[src/rtl/eep_sequencer.sv]
// EEPROM program/read sequencer: serial image shift, clear, program and read strobes.
// Define EEP_SEQ_VERIFY_EN to add a read-back verify pass after each program.
//
// state      | meaning
// -----------+------------------------------------------------------------
// ST_IDLE    | waiting for pgm_req / read_req
// ST_SHIFT   | shifting the latched image out MSB first, ser_en high
// ST_CLEAR   | eep_clrb low
// ST_PROGRAM | eep_cycleb low for the program pulse
// ST_VERIFY  | eep_cycleb low for a read-back, then one compare cycle
// ST_READ    | eep_cycleb low for a read
// ST_LOAD    | eep_loadb low for one cycle
// ST_DONE    | done pulse, back to idle
module eep_sequencer #(
   parameter int unsigned CACHE_WIDTH = 64,
   parameter int unsigned CLR_CYCLES  = 100,
   parameter int unsigned PGM_CYCLES  = 100,
   parameter int unsigned READ_CYCLES = 4
) (
   input  logic                   sys_clk,
   input  logic                   por,
   input  logic                   pgm_req,
   input  logic                   read_req,
   input  logic [CACHE_WIDTH-1:0] cache_in,
   input  logic [CACHE_WIDTH-1:0] eeprom_cache,
   output logic                   ser_data,
   output logic                   ser_en,
   output logic                   eep_clrb,
   output logic                   eep_cycleb,
   output logic                   eep_loadb,
   output logic                   busy,
   output logic                   done,
   output logic                   err,
   output logic                   verify_fail
);

   function automatic logic [15:0] dur(input int unsigned cycles);
      if (cycles == 0)
         dur = 16'd1;
      else if (cycles > 65535)
         dur = 16'hffff;
      else
         dur = cycles[15:0];
   endfunction

   localparam logic [15:0] SHIFT_LEN = dur(CACHE_WIDTH);
   localparam logic [15:0] CLR_LEN   = dur(CLR_CYCLES);
   localparam logic [15:0] PGM_LEN   = dur(PGM_CYCLES);
   localparam logic [15:0] RD_LEN    = dur(READ_CYCLES);

   typedef enum logic [2:0] {
      ST_IDLE, ST_SHIFT, ST_CLEAR, ST_PROGRAM, ST_VERIFY, ST_READ, ST_LOAD, ST_DONE
   } state_t;

   state_t                 state, state_nxt;
   logic [15:0]            cnt, cnt_nxt;
   logic [CACHE_WIDTH-1:0] shreg;
   logic                   accept_pgm;
   logic                   cycle_low_nxt;
`ifdef EEP_SEQ_VERIFY_EN
   logic                   cmp_now;
`endif

   // cnt counts down to zero; zero is the terminal count of every timed state
   always_comb begin
      state_nxt     = state;
      cnt_nxt       = cnt;
      accept_pgm    = 1'b0;
`ifdef EEP_SEQ_VERIFY_EN
      cmp_now       = 1'b0;
`endif
      case (state)
         ST_IDLE: begin
            if (read_req) begin
               state_nxt = ST_READ;
               cnt_nxt   = RD_LEN - 16'd1;
            end else if (pgm_req) begin
               state_nxt  = ST_SHIFT;
               cnt_nxt    = SHIFT_LEN - 16'd1;
               accept_pgm = 1'b1;
            end
         end
         ST_SHIFT: begin
            if (cnt == 16'd0) begin
               state_nxt = ST_CLEAR;
               cnt_nxt   = CLR_LEN - 16'd1;
            end else begin
               cnt_nxt = cnt - 16'd1;
            end
         end
         ST_CLEAR: begin
            if (cnt == 16'd0) begin
               state_nxt = ST_PROGRAM;
               cnt_nxt   = PGM_LEN - 16'd1;
            end else begin
               cnt_nxt = cnt - 16'd1;
            end
         end
         ST_PROGRAM: begin
            if (cnt == 16'd0) begin
`ifdef EEP_SEQ_VERIFY_EN
               state_nxt = ST_VERIFY;
               cnt_nxt   = RD_LEN;
`else
               state_nxt = ST_DONE;
               cnt_nxt   = 16'd0;
`endif
            end else begin
               cnt_nxt = cnt - 16'd1;
            end
         end
`ifdef EEP_SEQ_VERIFY_EN
         // one extra count: the final cycle at zero is the compare cycle
         ST_VERIFY: begin
            if (cnt == 16'd0) begin
               state_nxt = ST_DONE;
               cmp_now   = 1'b1;
            end else begin
               cnt_nxt = cnt - 16'd1;
            end
         end
`endif
         ST_READ: begin
            if (cnt == 16'd0) begin
               state_nxt = ST_LOAD;
               cnt_nxt   = 16'd0;
            end else begin
               cnt_nxt = cnt - 16'd1;
            end
         end
         ST_LOAD: begin
            state_nxt = ST_DONE;
            cnt_nxt   = 16'd0;
         end
         ST_DONE: begin
            state_nxt = ST_IDLE;
            cnt_nxt   = 16'd0;
         end
         default: begin
            state_nxt = ST_IDLE;
            cnt_nxt   = 16'd0;
         end
      endcase

      cycle_low_nxt = (state_nxt == ST_PROGRAM) || (state_nxt == ST_READ);
`ifdef EEP_SEQ_VERIFY_EN
      if ((state_nxt == ST_VERIFY) && (cnt_nxt != 16'd0))
         cycle_low_nxt = 1'b1;
`endif
   end

   // outputs are registered from the next state so strobes come straight off flops
   always_ff @(posedge sys_clk or posedge por) begin
      if (por) begin
         state      <= ST_IDLE;
         cnt        <= 16'd0;
         shreg      <= '0;
         ser_en     <= 1'b0;
         eep_clrb   <= 1'b1;
         eep_cycleb <= 1'b1;
         eep_loadb  <= 1'b1;
         busy       <= 1'b0;
         done       <= 1'b0;
         err        <= 1'b0;
      end else begin
         state      <= state_nxt;
         cnt        <= cnt_nxt;
         if (accept_pgm)
            shreg <= cache_in;
         else if (state == ST_SHIFT)
            shreg <= (shreg << 1) | (shreg >> (CACHE_WIDTH - 1));
         ser_en     <= (state_nxt == ST_SHIFT);
         eep_clrb   <= (state_nxt != ST_CLEAR);
         eep_cycleb <= !cycle_low_nxt;
         eep_loadb  <= (state_nxt != ST_LOAD);
         busy       <= (state_nxt != ST_IDLE);
         done       <= (state_nxt == ST_DONE);
         err        <= (state != ST_IDLE) && (pgm_req || read_req);
      end
   end

   // shreg rotates, so after the full shift it holds the original image again
   assign ser_data = ser_en & shreg[CACHE_WIDTH-1];

`ifdef EEP_SEQ_VERIFY_EN
   always_ff @(posedge sys_clk or posedge por) begin
      if (por)
         verify_fail <= 1'b0;
      else if (accept_pgm)
         verify_fail <= 1'b0;
      else if (cmp_now && (eeprom_cache != shreg))
         verify_fail <= 1'b1;
   end
`else
   logic unused_eeprom_cache;
   assign unused_eeprom_cache = ^eeprom_cache;
   assign verify_fail = 1'b0;
`endif

endmodule

[config.mk]
export PLATFORM = sky130hd
export DESIGN_NAME = eep_sequencer
export DESIGN_NICKNAME = d
export VERILOG_FILES = /design/src/rtl/eep_sequencer.sv
export SDC_FILE = /design/constraint.sdc
export NUM_CORES = 1
export LEC_CHECK = 0
export ABC_AREA = 1
export CAP_MARGIN = 10
export CORE_ASPECT_RATIO = 1.1
export CORE_MARGIN = 2
export CORE_UTILIZATION = 50
export DETAILED_ROUTE_END_ITERATION = 10
export DONT_BUFFER_PORTS = 1
export PLACE_DENSITY_LB_ADDON = 0.08
export SLEW_MARGIN = 20
export SYNTH_ARGS = -nofsm -noshare
export SYNTH_HDL_FRONTEND = slang
export SYNTH_SLANG_ARGS = --single-unit
[constraint.sdc]
create_clock -name sys_clk -period 4.7 [get_ports sys_clk]
set_input_delay 0.47 -clock sys_clk [delete_from_list [all_inputs] [get_ports sys_clk]]
set_output_delay 0.47 -clock sys_clk [all_outputs]
set_load 0.005 [all_outputs]
Yosys cells after proc, flatten, opt, wreduce, memory -nomap -nowiden --
Cells that the tools add are included.
Operators by class: eq/ne operators 12, add/sub/neg operators 1, bitwise operators 2, muxes and demuxes 17, reductions and logical operators 11
Operator list (number):
- $mux W64 | 2
- $mux W16 | 4
- $or A64 B1 Y64 | 1
- $pmux W16 S3 | 1
- $mux W3 | 6
- $pmux W3 S6 | 1
- $logic_not A16 Y1 | 1
- $sub A16 B1 Y16 const B | 1
- $eq A3 B3 Y1 const B | 4
- $eq A3 B2 Y1 const B | 3
- $eq A3 B1 Y1 const B | 2
- $ne A3 B3 Y1 const B | 2
- $reduce_bool A3 Y1 | 2
- $reduce_or A2 Y1 | 2
- $logic_not A3 Y1 | 1
- $mux W1 | 3
- $ne A3 B2 Y1 const B | 1
- $logic_or A1 B1 Y1 | 2
- $reduce_bool A2 Y1 | 1
- $and A1 B1 Y1 | 1
- $logic_and A1 B1 Y1 | 1
- $logic_not A1 Y1 | 1
Word-level totals: register bits 90, input bits 132, word-level logic and storage cells 53

Logic depth before layout (Yosys ltp) --
depth after elaboration 6, gate-level depth with buffers 11, mapped depth without buffers 11

Worst setup path after synthesis --
No wires, ideal clock.
path kind register to register, start point reg cnt[0], end point reg cnt[5], setup slack 3.141 ns, cell stages (with the launch flop) 12, buffers on the path 0, data arrival time 1.433 ns, setup time 0.126 ns, cells stage by stage dfrtp_1 -> inv_1 -> ha_1 -> nand2_1 -> nor2_2 -> nand2_4 -> nand2_2 -> nand2_1 -> nand2_1 -> nand2_1 -> nand2_1 -> o21ai_0
Between the ends: cells in the longest elaborated chain, start to end 3, elaborated cells between the ends (all ways) 5, those cells by class add/sub (1); mux (3); reduce/logical (1)
RTL lines:
- start: declaration | RTL line 56 | logic [15:0] cnt, cnt_nxt;
- start signal: assignment | RTL line 167 | cnt <= cnt_nxt;
- $sub A16 B1 Y16 / $logic_not A16 Y1 (equally long branches)
- $mux W16 (on tied branches)
- $pmux W16 S3 * | RTL line 72 | case (state)
Mark *: on every way between the ends. The rest lies on a longest branch, timed or not. A chain may end at the register's enable or synchronous reset.

Final worst setup path --
start point reg state[0], end point reg shreg[52]
Between the ends: cells in the longest elaborated chain, start to end 3, elaborated cells between the ends (all ways) 5, those cells by class eq/ne (1); mux (2); reduce/logical (2)
RTL lines:
- start: declaration | RTL line 55 | state_t state, state_nxt;
- start signal: assignment | RTL line 166 | state <= state_nxt;
- $logic_not A3 Y1 | RTL line 72
- $mux W1 | RTL line 72
- $mux W64 / $reduce_bool A2 Y1 (equally long branches)
- end signal: assignment | RTL line 169 | shreg <= cache_in;
- end signal: assignment | RTL line 171 | shreg <= (shreg << 1) | (shreg >> (CACHE_WIDTH - 1));
- end: declaration | RTL line 57 | logic [CACHE_WIDTH-1:0] shreg;
Parallel ways exist; a longest one is shown, timed or not.

==> impl_results.md <==
- Crit path kind: reg2reg
- Via density: 5.33
- Max clock buf depth: 2
- GPL Wtd Cong: 0.813
- Commonest non-fill, non-tap cell in the layout: o21ai_1
- Slowest CP cell: buf_4
- Post-CTS Setup Repair Bufs: 0
- Post-CTS Resized: 0
- Actual slew at the worst max-slew pin: 829 ps
- Crit path arrival time: 2700 ps
- Slew headroom: 44.8%
- Clock transition at path regs: 90 ps
- 1st-iter DRT viols: 161
- Final Hold Fails: 0
- Detailed Place HPWL: 5.73 mm
- Area growth, synth to finish: 4.83%
- Layout Skew: 9.39 ps
- Pwr per Cell Area: 283 nW/um^2
- Critical path required time: 4920 ps
- Mapped Cells: 542
- Setup TNS: 0 ps
- H-Tree Depth: 3
- Synth area leaders: dfrtp_1 (49%), o21ai_1 (15%), o21ai_0 (7.8%)
- Worst path max stage delay: 500 ps
- FF+latch count, synth: 90
- Top-area cell type share of the netlist area: 49.1%
- Clk root buf: clkbuf_8
- Worst hold path class: in2async
- Most frequent cells in the layout: o21ai_1 (129), dfrtp_1 (87), inv_1 (83), o21ai_0 (69), nand2_1 (56)
- Unrepaired setup endpoints after global routing: false
- Final Setup Violations: 0
- Tmin final: 2480 ps
- Final slew viol count: 0
- Avg Inst Size Synth: 8.18 um^2
- TritonCTS clock tree: done
- Maxcap violations: 0
- Crit Path Max Fanout: 77
- CP top delay family: buffers and inverters
- Largest net degree at the start of global routing: 78
- Initial antenna violation count: 0
- Utilization after layout: 53.2%
- N_diodes: 0
- I/O Pins: 141
- Via Count: 3454
- Syn. warnings: 0
- Synthesized cell area: 4430 um^2
- Starting Density: 50.7%
- Final WS setup: 2220 ps
- Vias in the first global route: 3208
- Final routed DRC violation total: 0
- Critical path, cell by cell: nor2_2, nand2_2, inv_4, nand3_4, buf_4, nand2_2, buf_4, o21ai_0
- Share of layout cells above drive strength 1: 8.99%
- Worst-skew pair later-pin latency: 360 ps
- Worst VDD drop: 0.000145 V
- Drt first pass iters: 4
- Mapped Nets: 675
- Clock sink count: 90
- Critical path startpoint category: register
- Final ANT Viol Nets: 0
- Distinct cell type count after synthesis: 35
- First-pass GRT wire length: 14.6 mm
- Hold-fix buffers, CTS: 0
- WL final: 8.85 mm
- CTS buffer count: 9
- Crit. End Element: register
- Dpl ws: 2240 ps
- Num rows: 36
- PortBufs: 0
- Die Y: 103 um
- Routed wire per std cell: 13.7 um
- CP bufs+invs: 3
- Outcome: complete, no violations
- GR Util All Layers: 19.2%
- Core area: 8740 um^2
- Die width: 93.8 um
- Final Net Count: 662
- Gr ovfl total: 0
- Leak Pwr: 2.41 nW
- Sequential-to-total area share from yosys stat: 50.9%
- Tcrit/Tclk final: 52.7%
- Final Hold Slack: 17.7 ps
- Die area: 9640 um^2
- Peak Freq: 404 MHz
- Largest area contributor in the netlist: dfrtp_1
==> metrics by stage <==
stage / total power (W) / area [um^2] / cells
after floorplan: 0.000803 / 4430 / 542
after global placement: 0.000808 / 4450 / 632
after detailed placement: 0.000808 / 4450 / 632
after CTS: 0.00134 / 4650 / 648
after global routing: 0.00137 / 4650 / 648
final: 0.00132 / 4650 / 648
==> cell families after synthesis <==
group           Yosys count  share of synthesized area (%)
compound gates          208                           23.9
xor+xnor                  6                           1.19
fa+ha+maj                 1                          0.282
buf+inv                 117                           11.1
flops                    90                           50.9
other cells               1                         0.0846
simple gates            119                           12.5
==> metal layers <==
| layer | wire [um] | vias to the layer above | track usage (%) |
|---|---|---|---|
| li1 | - | 1749 | - |
| met1 | 4230 | 1623 | 25.0 |
| met2 | 4060 | 68 | 31.9 |
| met3 | 390 | 14 | 3.80 |
| met4 | 163 | 0 | 7.80 |
| met5 | 0 | - | 0 |
==> registers in the layout (all words and copies together) (netlist names) <==
signal,cells
shreg,64
cnt,16
state,3
busy,1
done,1
eep_clrb,1
eep_cycleb,1
eep_loadb,1
err,1
ser_en,1
==> cells in the mapped netlist (all sizes together) <==
| cell | instances |
|---|---|
| a21o | 1 |
| a21oi | 5 |
| a31oi | 1 |
| buf | 22 |
| clkbuf | 6 |
| conb | 1 |
| dfrtp | 87 |
| dfstp | 3 |
| ha | 1 |
| inv | 89 |
| nand2 | 65 |
| nand3 | 10 |
| nand3b | 1 |
| nand4 | 5 |
| nor2 | 34 |
| nor3 | 2 |
| nor3b | 1 |
| o21ai | 199 |
| o221ai | 2 |
| or2 | 1 |
| xnor2 | 1 |
| xor2 | 5 |
==> report_power, final <==
group / internal [W] / leakage [nW] / switching, W / total, W
registers: 0.000774 / 0.863 / 0.000000237 / 0.000774
clock network: 0.000261 / 0.0966 / 0.000265 / 0.000526
logic: 0.000000928 / 1.46 / 0.0000156 / 0.0000166
==> final cells by class <==
| type | instances | area (um^2) |
|---|---|---|
| multi-input combinational | 335 | 1680 |
| clock buffer | 12 | 145 |
| fill | 853 | 4090 |
| timing repair buffer | 4 | 30.0 |
| clock inverter | 4 | 51.3 |
| tap | 114 | 143 |
| sequential | 90 | 2260 |
| inverter | 89 | 339 |
==> path summary, 6_finish.rpt <==
kind / depth (start not counted) / endpoint / slack (ps) / start
worst max-delay path: 8 / shreg[52] / 2220 / state[0]
worst max register to register: 8 / shreg[52] / 2220 / state[0]
worst min-delay path: 1 / shreg[3] / 20 / por
min in group sys_clk: 2 / shreg[62] / 250 / cache_in[62]
max in group asynchronous: 2 / shreg[30] / 3560 / por
worst min register to register: 2 / shreg[22] / 520 / shreg[22]
(Power assumes the default switching activity.)
==> RTL change: new RTL, same settings <==
The 8 states of `state_t` get a Gray code encoding in 3 bits.
--- a/src/rtl/eep_sequencer.sv
+++ b/src/rtl/eep_sequencer.sv
@@ -49,7 +49,7 @@
    localparam logic [15:0] RD_LEN    = dur(READ_CYCLES);
 
    typedef enum logic [2:0] {
-      ST_IDLE, ST_SHIFT, ST_CLEAR, ST_PROGRAM, ST_VERIFY, ST_READ, ST_LOAD, ST_DONE
+      ST_IDLE = 3'b000, ST_SHIFT = 3'b001, ST_CLEAR = 3'b011, ST_PROGRAM = 3'b010, ST_VERIFY = 3'b110, ST_READ = 3'b111, ST_LOAD = 3'b101, ST_DONE = 3'b100
    } state_t;
 
    state_t                 state, state_nxt;
Check against the original RTL: same outputs for any inputs over 10 cycles, from zero or initial values; not proved beyond that.
==> RTL change against the unedited design <==
  * Sequential cell count did not move
  * Wire length rose by 2.1%
  * Cell area rose by 1.1%
  * Non-clock buffer count fell by 1
  * Area after synthesis rose by 2.3%
  * Setup slack improved by 130 ps
  * Die area rose by 2.2%
  * Critical path type unchanged
Power is not compared: it rests on default switching activity, and its combinational part moved more than twofold at a synthesized area within 25%.
==> RTL change: results (changes against the unedited design) <==
- Sequential fraction of the synthesis area: 49.75% (was 50.87%)
- Crit-path slowest cell: dfrtp_1 (was buf_4)
- Largest net degree at the start of global routing: 97 (was 78)
- Drt total wl: 9.038 mm (was 8.849 mm)
- Top cells by area, synth: dfrtp_1, o21ai_0, o21ai_1 (was dfrtp_1, o21ai_1, o21ai_0)
- Post-synth top cells: o21ai_0, o21ai_1, inv_1, dfrtp_1, nand2_1 (was o21ai_1, dfrtp_1, inv_1, o21ai_0, nand2_1)
- # fillers: 844 (was 853)
- Layout cells sized above 1: 8.257% (was 8.989%)
- Metal3 WL: 441 um (was 390 um)
- Met2 Use GR: 31.51% (was 31.87%)
- First-pass GRT wire length: 15.57 mm (was 14.65 mm)
- Clock tree buffer depth: 2 (unchanged)
- Setup Slack @ Placement: 2425 ps (was 2241 ps)
- Highest Clock Rate: 0.4266 GHz (was 0.4035 GHz)
- M1 WL: 4.213 mm (was 4.231 mm)
- Top delay family on crit path: simple AND/OR/NAND/NOR gates (was buffers and inverters)
- Crit Path Max Fanout: 96 (was 77)
- Worst Skew: 6.701 ps (was 9.393 ps)
- CTS clock-pin slew for the worst setup and hold paths: 90 ps (about the same)
- Syn Area/Cell: 8.170 um^2 (was 8.181 um^2)
- Final nets: 673 (was 662)
- Distinct cell type count after synthesis: 34 (was 35)
- Worst hold slack: 112.5 ps (was 17.75 ps)
- Reg2reg path depth: 5 (was 8)
- DR vias: 3,477 (was 3,454)
- Actual slew at the worst max-slew pin: 761.7 ps (was 828.5 ps)
- Vias in the first global route: 3,424 (was 3,208)
- DP Cell Count: 643 (was 632)
- WL/cell: 13.71 um (was 13.66 um)
- Syn nets: 688 (was 675)
- Grt met1 use: 26.00% (was 25.02%)
- Placement Cell Area: 4521 um^2 (was 4451 um^2)
- Post-CTS sizing: 0 (unchanged)
- Status: finished clean (unchanged)
- Met3 usage: 4.638% (was 3.801%)
- Tot GR Track Use: 19.86% (was 19.24%)
- Initial drt markers: 183 (was 161)
- Met2 routed WL: 4.322 mm (was 4.063 mm)
- Gpl congestion: 0.8221 (was 0.8134)
## RTL change: cell types whose count changed in the layout (fill, tap and decap cells not counted), moves of 3 or more
cell     change
o21ai_1     -39
o21ai_0     +31
nor2_1       +8
nand2_1      +7
inv_1        +5
nor2_2       -4
xor2_1       +4
nand2_2      -3
nand3_1      +3
o21ai_2      +3
## RTL change: cell families (layout without fill, tap and decap cells)
| logic type | Yosys count | count (layout) | share of synthesized area [%] |
|---|---|---|---|
| XOR/XNOR | 10 | 10 | 1.932 |
| AO/OA/AOI/OAI | 199 | 199 | 22.54 |
| buffers and inverters | 122 | 112 | 11.89 |
| adder cells (fa/ha/maj) | 1 | 1 | 0.2759 |
| flip-flops | 90 | 90 | 49.75 |
| AND/OR/NAND/NOR | 132 | 132 | 13.52 |
| other | 1 | 1 | 0.08270 |
## RTL change: cell type report
cell class	instances	area share, %
well taps	114	3.034
flip-flops and latches	90	47.99
clock inverters	6	0.8784
repair buffers	3	0.4791
inverters	93	7.586
clock buffers	10	2.928
multi-input cells	343	37.10
